<file path="src/rtl/core_ctrl_pkg.sv">
// core_ctrl_pkg: shared types and constants for the core control unit.
//   state_t   - control FSM states
//   OPC_*     - supported major opcodes
//   INST_*    - full-word encodings (EBREAK, NOP)
//   wb_t      - write-back bundle produced by wb_calc()
package core_ctrl_pkg;

   typedef enum logic [1:0] {
      ST_FETCH = 2'd0,
      ST_EXEC  = 2'd1,
      ST_WB    = 2'd2,
      ST_HALT  = 2'd3
   } state_t;

   localparam logic [6:0]  OPC_OP_IMM  = 7'b0010011;
   localparam logic [6:0]  OPC_JALR    = 7'b1100111;
   localparam logic [31:0] INST_EBREAK = 32'h0010_0073;
   localparam logic [31:0] INST_NOP    = 32'h0000_0013;

   typedef struct packed {
      logic        wen;
      logic [4:0]  waddr;
      logic [31:0] wdata;
      logic [31:0] next_pc;
   } wb_t;

   // Write-back result for a legal non-EBREAK instruction.
   function automatic wb_t wb_calc(input logic [31:0] inst,
                                   input logic [31:0] pc,
                                   input logic [31:0] alu);
      wb_t        r;
      logic [31:0] pc4;
      pc4       = pc + 32'd4;
      r.waddr   = inst[11:7];
      r.wen     = (inst[11:7] != 5'd0);
      r.wdata   = 32'd0;
      r.next_pc = pc4;
      case (inst[6:0])
         OPC_OP_IMM: begin
            r.wdata   = alu;
            r.next_pc = pc4;
         end
         OPC_JALR: begin
            r.wdata   = pc4;
            r.next_pc = {alu[31:1], 1'b0};
         end
         default: ;
      endcase
      return r;
   endfunction

endpackage

</file>
<file path="src/rtl/core_ctrl_fetch_timer.sv">
// fetch_timer: fetch-wait counter.
//   clk, reset - clock, synchronous active-high reset
//   clr        - hold counter at zero (asserted outside FETCH)
//   en         - count this cycle (FETCH without imem_valid)
//   expire     - current cycle is the LIMIT-th waiting cycle
module fetch_timer #(
   parameter int unsigned LIMIT = 255
) (
   input  logic clk,
   input  logic reset,
   input  logic clr,
   input  logic en,
   output logic expire
);
   import core_ctrl_pkg::*;

   localparam logic [7:0] LAST = 8'(LIMIT - 1);

   logic [7:0] cnt;

   // cnt holds the number of FETCH cycles already elapsed, so it reads
   // LIMIT-1 during the LIMIT-th cycle; that is when expiry is flagged.
   assign expire = (cnt == LAST);

   always_ff @(posedge clk) begin
      if (reset || clr)
         cnt <= 8'd0;
      else if (en && !expire)
         cnt <= cnt + 8'd1;
   end

endmodule

</file>
<file path="src/rtl/core_ctrl.sv">
// core_ctrl: FETCH/EXEC/WB/HALT control unit for a single-issue core.
//   clk, reset          - clock, synchronous active-high reset
//   imem_req/addr       - fetch request (addr = pc)
//   imem_valid/rdata    - fetch response
//   inst                - latched instruction to the decoder
//   alu_result          - rs1+imm for inst
//   pc                  - architectural PC
//   rf_wen/waddr/wdata  - register-file write port
//   retire, instret     - retire pulse and counter
//   halt/illegal/bus_err- sticky stop reasons
module core_ctrl #(
   parameter logic [31:0] RESET_PC      = 32'h8000_0000,
   parameter int unsigned FETCH_TIMEOUT = 255
) (
   input  logic        clk,
   input  logic        reset,
   output logic        imem_req,
   output logic [31:0] imem_addr,
   input  logic        imem_valid,
   input  logic [31:0] imem_rdata,
   output logic [31:0] inst,
   input  logic [31:0] alu_result,
   output logic [31:0] pc,
   output logic        rf_wen,
   output logic [4:0]  rf_waddr,
   output logic [31:0] rf_wdata,
   output logic        retire,
   output logic [31:0] instret,
   output logic        halt,
   output logic        illegal,
   output logic        bus_err
);
   import core_ctrl_pkg::*;

   state_t state_q, state_d;
   logic   tmo_expire;
   logic   is_ebreak, is_legal;
   wb_t    wb;

   assign is_ebreak = (inst == INST_EBREAK);
   assign is_legal  = (inst[6:0] == OPC_OP_IMM) || (inst[6:0] == OPC_JALR);
   assign wb        = wb_calc(inst, pc, alu_result);

   fetch_timer #(.LIMIT(FETCH_TIMEOUT)) u_fetch_timer (
      .clk    (clk),
      .reset  (reset),
      .clr    (state_q != ST_FETCH),
      .en     ((state_q == ST_FETCH) && !imem_valid),
      .expire (tmo_expire)
   );

   // state register
   always_ff @(posedge clk) begin
      if (reset)
         state_q <= ST_FETCH;
      else
         state_q <= state_d;
   end

   // next state
   always_comb begin
      state_d = state_q;
      case (state_q)
         ST_FETCH: begin
            // a valid arriving in the expiry cycle still wins
            if (imem_valid)      state_d = ST_EXEC;
            else if (tmo_expire) state_d = ST_HALT;
         end
         ST_EXEC:  state_d = (is_ebreak || !is_legal) ? ST_HALT : ST_WB;
         ST_WB:    state_d = ST_FETCH;
         default:  state_d = ST_HALT;
      endcase
   end

   // outputs; forced idle while reset is asserted
   always_comb begin
      imem_req = 1'b0;
      rf_wen   = 1'b0;
      rf_wdata = 32'd0;
      retire   = 1'b0;
      if (!reset) begin
         case (state_q)
            ST_FETCH: imem_req = 1'b1;
            ST_EXEC:  retire   = is_ebreak;
            ST_WB: begin
               rf_wen   = wb.wen;
               rf_wdata = wb.wdata;
               retire   = 1'b1;
            end
            default: ;
         endcase
      end
   end

   assign imem_addr = pc;
   assign rf_waddr  = inst[11:7];

   // architectural state and sticky flags
   always_ff @(posedge clk) begin
      if (reset) begin
         pc      <= RESET_PC;
         inst    <= INST_NOP;
         instret <= 32'd0;
         halt    <= 1'b0;
         illegal <= 1'b0;
         bus_err <= 1'b0;
      end else begin
         if (retire)
            instret <= instret + 32'd1;
         case (state_q)
            ST_FETCH: begin
               if (imem_valid)      inst    <= imem_rdata;
               else if (tmo_expire) bus_err <= 1'b1;
            end
            ST_EXEC: begin
               if (is_ebreak)      halt    <= 1'b1;
               else if (!is_legal) illegal <= 1'b1;
            end
            ST_WB:   pc <= wb.next_pc;
            default: ;
         endcase
      end
   end

endmodule

</file>
<file path="config.mk">
export PLATFORM = sky130hd
export DESIGN_NAME = core_ctrl
export DESIGN_NICKNAME = d
export VERILOG_FILES = /design/src/rtl/core_ctrl_pkg.sv /design/src/rtl/core_ctrl_fetch_timer.sv /design/src/rtl/core_ctrl.sv
export SDC_FILE = /design/constraint.sdc
export NUM_CORES = 1
export LEC_CHECK = 0
export CORE_ASPECT_RATIO = 0.5
export CORE_MARGIN = 2
export CORE_UTILIZATION = 45
export DETAILED_ROUTE_END_ITERATION = 16
export MAX_ROUTING_LAYER = met4
export PLACE_DENSITY = 0.8
export SYNTH_ARGS = -nofsm -noshare
export SYNTH_HDL_FRONTEND = slang
export SYNTH_SLANG_ARGS = --single-unit
</file>
<file path="constraint.sdc">
create_clock -name clk -period 4.39 [get_ports clk]
set_input_delay 0.6585 -clock clk [delete_from_list [all_inputs] [get_ports clk]]
set_output_delay 0.6585 -clock clk [all_outputs]
set_load 0.03 [all_outputs]
</file>
==> flow_metrics.env <==
export IMPL_clk_insertion_delay_late_ps=350
export IMPL_crit_required_ps=3730
export IMPL_drv_slew=0
export IMPL_antenna_cells=0
export IMPL_finClkSkew_ps=11.85
export IMPL_synth_top_cell_by_area="dfxtp_1"
export IMPL_run_status="finished, final reports clean"
export IMPL_ant_nets=0
export IMPL_cts_resized=0
export IMPL_syn_avg_cell_area_um2=7.637
export IMPL_wire_per_inst_um=16.18
export IMPL_arrival_ps=2990
export IMPL_path_clk_slew_ps=80
export IMPL_drt_iter0_markers=368
export IMPL_fin_crit_sh_pct=83.05
export IMPL_ys_warn_count=0
export IMPL_drive_gt1_share_pct=8.074
export IMPL_cp_depth=6
export IMPL_clock_sinks=108
export IMPL_min_from="inst[20]"
export IMPL_start_util_pct=45.89
export IMPL_rsz0062_at_grt="no"
export IMPL_p_leak_nw=3.113
export IMPL_synthArstFlopShare_pct=0
export IMPL_cpLargestDelayFamily="simple AND/OR/NAND/NOR gates"
export IMPL_slew_headroom_pct=20.12
export IMPL_finalSetupViolations=0
export IMPL_ys_types=65
export IMPL_post_cts_buffers=0
export IMPL_max_freq_mhz=274.3
export IMPL_whs_endpoint="inst[20]"
export IMPL_wirelength_um=19840
export IMPL_fillers=1296
export IMPL_placed_cells=1210
export IMPL_synth_edf_count=0
export IMPL_rows=31
export IMPL_synth_common_cells="nand2_1 (121), dfxtp_1 (108), nor2_1 (83)"
export IMPL_hold_viol_final=0
export IMPL_hp_class="flip-flop to flip-flop"
export IMPL_die_y_um=89.78
export IMPL_tightest_slew_ps=1198
export IMPL_timing_rr_end="instret[28]"
export IMPL_synth_seq_cells=108
export IMPL_grt_max_degree=116
export IMPL_overflow=0
export IMPL_vias=6838
export IMPL_cap_violations=0
export IMPL_min_path_cells=2
export IMPL_cts_made_buffers=9
export IMPL_slowest_delay_ps=680
export IMPL_drcViolationCount=0
export IMPL_synth_area_leaders="dfxtp_1 (33%), nand2_1 (6.9%), a21oi_1 (5.7%)"
export IMPL_powerDensity_nw_per_um2=332.0
export IMPL_post_synth_top_count_cell="nand2_1"
export IMPL_slowest_stage="clkdlybuf4s50_1"
export IMPL_dieArea_um2=15760
export IMPL_io_buffers=235
export IMPL_r2r_start="state_q[0]"
export IMPL_syn_to_final_growth_pct=36.04
export IMPL_worstPathCellList="and3b_1 > and2_2 > buf_4 > a22oi_1 > nor2_1 > clkdlybuf4s50_1"
export IMPL_cts_tree="done"
export IMPL_syn_area_um2=6621
export IMPL_path_max_fanout=26
export IMPL_startpoint_type="flip-flop"
export IMPL_grt_pass1_vias=6402
export IMPL_core_area_um2=14430
export IMPL_antenna_found_initial=0
export IMPL_crit_buf_inv=2
export IMPL_worstSetupEndpointType="output pin"
export IMPL_ir_drop_uv=196.8
export IMPL_grt_util_all_layers_pct=25.44
export IMPL_die_x_um=175.5
export IMPL_synth_top_area_share_pct=32.65
export IMPL_cts_max_path_buffers=2
export IMPL_clock_root_buffer="clkbuf_16"
export IMPL_place_congestion=0.8560
export IMPL_dp_hpwl_um=14320
export IMPL_cts_htree_levels=3
export IMPL_ioPinCount=238
export IMPL_viasPerCell=5.577
export IMPL_first_pass_iters=5
export IMPL_grt_pass1_wl_um=32400
export IMPL_rrSetupSlack_ps=1430
export IMPL_crit_type="flip-flop to output pin"
export IMPL_seq_area_frac_synth_pct=32.65
export IMPL_utilization_pct=62.43
export IMPL_syn_inst=867
export IMPL_fin_tns_setup_ps=0
export IMPL_post_route_min_period_ps=3646
export IMPL_synth_main_ff_cell="dfxtp_1"
export IMPL_fin_cells=1226
export IMPL_hold_ws_ps=471.6
export IMPL_r2r_cells=7
export IMPL_nNetsFinal=1098
export IMPL_cts_hold_buffers=0
==> cell type report <==
cell class	count	area [um^2]	area share (%)
multi-input combinational	646	3865	42.91
timing repair buffer	244	2395	26.59
sequential	108	2162	24.00
tap	198	247.7	2.750
clock buffer	11	242.7	2.695
inverter	14	52.55	0.5834
clock inverter	5	42.54	0.4723
==> stage by stage <==
step	instance area (um^2)	power, mW	worst slack [ps]
after CTS	9007	3.004	733.2
after detailed placement	8722	2.214	1110
final	9007	2.990	744.2
after global routing	9007	3.142	490.8
after global placement	8722	2.191	1167
after floorplan	6625	1.849	1216
==> worst max path at each step <==
stage | from | end | slack, ps
detailed placement | imem_addr[2] | rf_wdata[14] | 1110
global placement | imem_addr[2] | rf_wdata[14] | 1170
global route | inst[1] | rf_wdata[14] | 490
floorplan | imem_addr[2] | rf_wdata[28] | 1220
CTS | imem_addr[2] | rf_wdata[14] | 730
finish | inst[3] | rf_wdata[14] | 740
==> metal layers <==
layer / track usage, % / share of wire, % / vias up
met1: 32.90 / 45 / 3265
met4: 5.923 / 1.2 / 0
met5: - / 0 / -
met2: 42.16 / 48 / 216
met3: 3.849 / 5.6 / 22
li1: - / - / 3335
==> worst reg2reg max path: cells and delay by family, from the launching register on <==
kind / cells / cell delay [ps]
mux: 1 / 360
simple gates: 3 / 1110
fa+ha+maj: 1 / 470
buf+inv: 1 / 100
flops: 1 / 330
compound gates: 1 / 480
==> cells in the final DEF (no fill, tap or decap), types with 12 or more instances in the layout <==
| cell type | netlist | layout |
|---|---|---|
| inv_1 | 14 | 14 |
| dfxtp_1 | 108 | 108 |
| nor3_1 | 12 | 12 |
| xor2_1 | 18 | 18 |
| nor2b_1 | 26 | 26 |
| nand4_1 | 31 | 31 |
| xnor2_1 | 17 | 17 |
| and3_1 | 18 | 18 |
| o21ai_0 | 34 | 34 |
| nand2_1 | 121 | 121 |
| clkdlybuf4s50_1 | 0 | 215 |
| buf_4 | 43 | 27 |
| mux2_2 | 26 | 26 |
| a21oi_1 | 76 | 76 |
| a22oi_1 | 18 | 18 |
| nor2_1 | 83 | 83 |
| nand3_1 | 38 | 38 |
==> registers in the layout, indices dropped and copies added (netlist names) <==
name	flops
inst	32
imem_addr	31
u_fetch_timer.cnt	8
halt	1
state_q	2
instret	32
bus_err	1
illegal	1
==> logic make-up after synthesis <==
group                    share of synthesized area [%]
other                                          0.05663
buffers and inverters                            9.051
flip-flops                                       32.65
AND/OR/NAND/NOR                                  29.31
multiplexers                                     5.404
AO/OA/AOI/OAI                                    17.38
adder cells (fa/ha/maj)                          1.512
XOR/XNOR                                         4.630
==> report_power, final <==
group	switching (mW)	internal, mW
combinational	0.648	0.395
sequential	0.0918	1.06
clock	0.388	0.408
total	1.13	1.86
(Power assumes the default switching activity.)
